### config.mk
export PLATFORM = sky130hd
export DESIGN_NAME = wac_dispatch
export DESIGN_NICKNAME = d
export VERILOG_FILES = /design/src/rtl/wac_dispatch.sv
export SDC_FILE = /design/constraint.sdc
export NUM_CORES = 1
export LEC_CHECK = 0
export ABC_AREA = 0
export BUFFER_PORTS_ARGS = -buffer_cell sky130_fd_sc_hd__clkbuf_2
export CORE_UTILIZATION = 46
export DETAILED_ROUTE_END_ITERATION = 10
export PLACE_DENSITY = 0.79
export SLEW_MARGIN = 25
export SYNTH_ARGS = -nofsm -noshare
export SYNTH_HDL_FRONTEND = slang
export SYNTH_SLANG_ARGS = --single-unit
### constraint.sdc
create_clock -name clk -period 1.8 [get_ports clk]
set_input_delay 0.27 -clock clk [delete_from_list [all_inputs] [get_ports clk]]
set_output_delay 0.27 -clock clk [all_outputs]
set_load 0.01 [all_outputs]
### src/rtl/wac_dispatch.sv
// wac_dispatch: one-at-a-time command dispatcher for the WAC DAC/mux/digipot/sequencer/ADC controllers.
// Define WAC_TIMEOUT_EN to bound WAIT with a TMO_W-bit no-progress timeout (err_code 2).
module wac_dispatch #(
    parameter int N_ADC   = 2,
    parameter int ADC_W   = 12,
    parameter int CONF_W  = 16,
    parameter int NSAMP_W = 12,
    parameter int TMO_W   = 16
) (
    input  logic                   clk,
    input  logic                   rst_n,
    input  logic                   cmd_valid,
    output logic                   cmd_ready,
    input  logic [7:0]             cmd_word,
    input  logic [CONF_W-1:0]      conf_word,
    input  logic [NSAMP_W-1:0]     n_samples,
    output logic [2:0]             mux_ref,
    output logic                   mux_dac_en,
    output logic                   dac_start,
    output logic [15:0]            dac_data,
    input  logic                   dac_done,
    output logic                   dpot_start,
    output logic [1:0]             dpot_sel,
    output logic [7:0]             dpot_data,
    input  logic                   dpot_done,
    output logic [N_ADC-1:0]       adc_start,
    output logic                   adc_mode,
    output logic [NSAMP_W-1:0]     adc_n,
    input  logic [N_ADC-1:0]       adc_ready,
    input  logic [N_ADC*ADC_W-1:0] adc_data,
    output logic                   seq_start,
    output logic [1:0]             seq_mode,
    input  logic                   seq_done,
    output logic                   smp_valid,
    output logic [ADC_W-1:0]       smp_data,
    output logic [3:0]             smp_chan,
    output logic                   busy,
    output logic                   err,
    output logic [1:0]             err_code
);
    localparam logic [3:0] OP_DAC = 4'h1, OP_MUX = 4'h2, OP_DPOT = 4'h3, OP_SEQ = 4'h4, OP_ADC = 4'h9;
    typedef enum logic [1:0] {IDLE, LAUNCH, WAIT, DONE} state_t;
    state_t state, nextState;
    logic [3:0] op, arg, confLo;
    logic [NSAMP_W-1:0] nLat, cnt;
    logic accept, isAdc, badCmd, launch, sampleHit, doneHit, adcDone, tmoHit;
    logic [N_ADC-1:0] rdyShift;
    logic [N_ADC*ADC_W-1:0] dataShift;

    function automatic logic chanOk(input logic [3:0] c);
        return int'(c) < N_ADC;
    endfunction

    assign accept    = cmd_valid && state == IDLE;
    assign isAdc     = op == OP_ADC;
    assign badCmd    = !(op inside {OP_DAC, OP_MUX, OP_DPOT, OP_SEQ} || (isAdc && chanOk(arg)));
    assign launch    = state == LAUNCH && !badCmd;
    assign rdyShift  = adc_ready >> arg;
    assign dataShift = adc_data >> (arg * ADC_W);
    assign sampleHit = state == WAIT && isAdc && rdyShift[0] && cnt != nLat;
    assign adcDone   = isAdc && cnt == nLat;
    assign doneHit   = state == WAIT && ((op == OP_DAC && dac_done) || (op == OP_DPOT && dpot_done) ||
                                         (op == OP_SEQ && seq_done));

`ifdef WAC_TIMEOUT_EN
    logic [TMO_W-1:0] tmo;
    always_ff @(posedge clk or negedge rst_n)
        if (!rst_n) tmo <= '0;
        else tmo <= (state != WAIT || sampleHit || doneHit) ? '0 : tmo + 1'b1;
    assign tmoHit = state == WAIT && &tmo && !(sampleHit || doneHit || adcDone);
`else
    assign tmoHit = 1'b0 & (TMO_W > 0);
`endif

    always_comb begin
        nextState = state;
        case (state)
            IDLE:    nextState = cmd_valid ? LAUNCH : IDLE;
            LAUNCH:  nextState = (badCmd || op == OP_MUX) ? DONE : WAIT;
            WAIT:    nextState = (doneHit || adcDone || tmoHit) ? DONE : WAIT;
            default: nextState = IDLE;
        endcase
    end

    assign cmd_ready  = state == IDLE;
    assign busy       = state != IDLE;
    assign dac_start  = launch && op == OP_DAC;
    assign dpot_start = launch && op == OP_DPOT;
    assign seq_start  = launch && op == OP_SEQ;
    assign adc_start  = (launch && isAdc) ? N_ADC'(1) << arg : '0;
    assign err        = (state == LAUNCH && badCmd) || tmoHit;

    always_ff @(posedge clk or negedge rst_n) begin
        if (!rst_n) begin
            state      <= IDLE;
            op         <= '0;
            arg        <= '0;
            confLo     <= '0;
            nLat       <= '0;
            cnt        <= '0;
            mux_ref    <= 3'b111;
            mux_dac_en <= 1'b1;
            dac_data   <= '0;
            dpot_sel   <= '0;
            dpot_data  <= '0;
            seq_mode   <= '0;
            adc_mode   <= 1'b0;
            adc_n      <= '0;
            smp_valid  <= 1'b0;
            smp_data   <= '0;
            smp_chan   <= '0;
            err_code   <= '0;
        end else begin
            state     <= nextState;
            smp_valid <= 1'b0;
            if (accept) begin
                op       <= cmd_word[3:0];
                arg      <= cmd_word[7:4];
                confLo   <= conf_word[3:0];
                nLat     <= n_samples;
                cnt      <= '0;
                err_code <= '0;
                if (cmd_word[3:0] == OP_DAC) dac_data <= conf_word[15:0];
                if (cmd_word[3:0] == OP_DPOT) begin
                    dpot_sel  <= conf_word[9:8];
                    dpot_data <= conf_word[7:0];
                end
                if (cmd_word[3:0] == OP_SEQ) seq_mode <= cmd_word[5:4];
                // ADC launch data only changes when the channel is real
                if (cmd_word[3:0] == OP_ADC && chanOk(cmd_word[7:4])) begin
                    adc_mode <= conf_word[0];
                    adc_n    <= n_samples;
                end
            end
            if (state == LAUNCH && op == OP_MUX) begin
                mux_ref    <= confLo[2:0];
                mux_dac_en <= confLo[3];
            end
            if (err) err_code <= tmoHit ? 2'd2 : 2'd1;
            if (sampleHit) begin
                smp_valid <= 1'b1;
                smp_data  <= dataShift[ADC_W-1:0];
                smp_chan  <= arg;
                cnt       <= cnt + 1'b1;
            end
        end
    end
endmodule

==> flow_summary.ini <==
[synth]
synth_seq_cells = 101
avgSynthCellArea_um2 = 12.74
synth_cell_types = 46
synth-edff-count = 0
synth_fp_nets = 428
synth-main-ff-cell = dfrtp_1
yosysSeqAreaShare_pct = 55.97
synthArstFlopShare_pct = 100.0
netlist_area_um2 = 4524
syn_inst = 355
yosys_warnings = 0

[drt]
vias_per_cell = 5.306
drcViolationCount = 0
vias = 3608
wl_mm = 11.80
wl_per_cell_um = 17.35
drt_iter0_markers = 161
firstDrtPassIters = 4
ant_nets = 0

[setup_path]
arrival_ns = 2.24
start_kind = flop
regToRegStartpoint = nLat[10]
cp.required_ns = 2.06
r2r_slack_ns = -0.18
critPathMaxFanout = 5
r2r-end = cnt[8]
timing.reg2reg.worst_path_depth = 7
endpoint_kind = flop
criticalPathCategory = flop to flop

[timing]
max_clock_freq_ghz = 0.5041
worst_pin_slew_ns = 0.5299
fin_crit_sh_pct = 110.2
rsz0062_at_grt = yes
min_period_ns = 1.984
setup_ws_ns = -0.1839
maxSlewViolCount = 0
relSlewSlack_pct = 64.68
holdWs_ns = 0.1257
clock_skew_ns = 0.006747
hold_viol_final = 0
setup_viol_count_final = 29

[cells_and_area]
final_core_util_pct = 69.55
layout_commonest_cell = clkbuf_2
nNetsFinal = 619
fillers = 673
area_delta_synth_final_pct = 44.05
drive_above_1_share_pct = 61.34
antenna_cells = 0
mostFrequentLayoutCells = clkbuf_2 (135), dfrtp_1 (96), mux2_2 (60)

[die]
die_h_um = 101.2
initial_core_util_pct = 48.28
coreArea_um2 = 9371
pin_count = 140
fp.dieArea_um2 = 10240
rows = 35
die_w_um = 101.2

[grt]
overflow = 0
grt_pass1_vias = 3829
antenna_found_initial = 0
grt_max_degree = 39
grt_pass1_wl_mm = 18.42
grt_usage_pct = 23.62

[power_and_ir_drop]
power.density_nw_per_um2 = 1245
p_switching_uw = 2753
p_sw_share_pct = 33.93
pwr-share-clk_pct = 19.3
p_seq_share_pct = 42.2
p_int_uw = 5361
p_leak_uw = 0.003221
pwr-share-comb_pct = 38.6
peakVddDrop_uv = 765.1

[clock_network]
cts_root_buf = clkbuf_8
clkLatencyLatePin_ns = 0.37
htreeDepth = 3
cts_buffer_depth = 2
cts_made_buffers = 9
clk_pin_slew_ns = 0.10
tritoncts = yes
cts.sink_count = 101

[min_path]
min_path_cells = 2
hold-path-endpoint = dac_data[10]
hold_start = conf_word[10]
hp-class = primary input to flop

[placed_design]
port_buffers = 138
place_congestion = 0.8723
dp_hpwl_mm = 7.708

[job]
maxCapViolCount = 0

[run_status]
violations = negative setup slack
outcome = finished with violations
## how the worst max path moves through the flow
stage	start	end	slack (ns)
2_1_floorplan	state[0]	arg[3]	0.04
3_3_place_gp	nLat[0]	cnt[4]	-0.09
3_5_place_dp	nLat[0]	cnt[3]	-0.17
4_1_cts	arg[2]	err	-0.22
5_1_grt	cnt[0]	cnt[11]	-0.25
6_report	nLat[10]	cnt[8]	-0.18
## Yosys cell counts (all sizes together) (2+ instances only)
library cell,count,share of area [%]
nand4,6,0.97
or2,3,0.41
a211o,6,1.2
o21ai,5,0.55
nor3b,3,0.50
ha,5,1.4
o31ai,15,2.8
dfstp,4,2.3
clkbuf,3,0.25
nand3,10,1.1
dfrtp,97,54
nor2,16,1.3
mux2i,13,2.9
nand3b,2,0.33
inv,8,0.66
mux2,70,17
nor3,9,1.0
a21oi,2,0.22
xnor2,12,2.5
and2,5,0.75
buf,18,2.5
and4,2,0.44
nand2,26,2.2
a31oi,2,0.28
a21o,2,0.33
or4,2,0.33
## per-layer routing
layer  vias to the layer above  GRT usage (%)  share of wire, %
li1                       1648              -                 -
met5                         -              0                 0
met3                        31          6.832               6.9
met1                      1776          27.27                40
met4                         0          9.699               2.8
met2                       153          41.29                50
## flip-flops by register name, summed over array words and instances (netlist names), 3 cells and up
signal	cells
dpot_data	8
nLat	12
mux_ref	3
dac_data	16
op	4
cnt	12
confLo	4
adc_n	12
arg	4
smp_chan	4
smp_data	12
## metrics by stage
step                setup WS [ns]  instance area (um2)  std cells  TNS [ns]  total power [uW]
finish                    -0.1839                 6518        680    -2.895              8114
global route              -0.2507                 6518        680    -4.779              8550
CTS                       -0.2156                 6304        678    -3.054              7915
detailed placement        -0.1666                 5587        640    -2.909              6014
global placement         -0.09355                 5587        640    -1.416              5882
floorplan                 0.03946                 4532        355         0              4947
## kinds of logic after synthesis
logic type,share of synthesized area (%)
DFF,55.97
adders and majority gates,1.383
other,0.08289
xor gates and xnor gates,2.683
buffers and inverters,3.429
and+or+nand+nor,9.983
muxes,20.30
AOI/OAI and AO/OA,6.167
## power by group through the flow
stage                     Sequential [uW]  Combinational (uW)  Clock, uW
after floorplan                      3560                1380          0
after global placement               3370                2510          0
after detailed placement             3420                2590          0
after CTS                            3400                2920       1600
after global routing                 3500                3370       1680
final                                3420                3130       1560
## repair_timing
| item | in CTS | in global routing |
|---|---|---|
| hold buffers | 1 | 0 |
| endpoints found under the hold margin | 34 | 0 |
| gates resized for setup | 62 | 53 |
| buffers inserted | 16 | 9 |
| gates cloned | 5 | 0 |
| endpoints found under the setup margin | 35 | 50 |
| pin swaps | 28 | 30 |
## cell type report
type                       count  area (um2)  area share (%)
clock buffer                  10       127.6           1.958
tap                          129       161.4           2.476
timing repair buffer         199        1287           19.75
clock inverter                 6       88.84           1.363
sequential                   101        2534           38.88
inverter                       8       32.53          0.4991
multi-input combinational    227        2286           35.07
## worst max-delay path, cell delays in order, from the launching register on
cell and delay, ns:
dfrtp_1 0.44, xnor2_2 0.20, nand4_1 0.21, buf_4 0.21, o31ai_4 0.37, buf_6 0.17
nor2_2 0.04, a221o_1 0.25
Note: power is estimated with default switching activity, not from simulation.
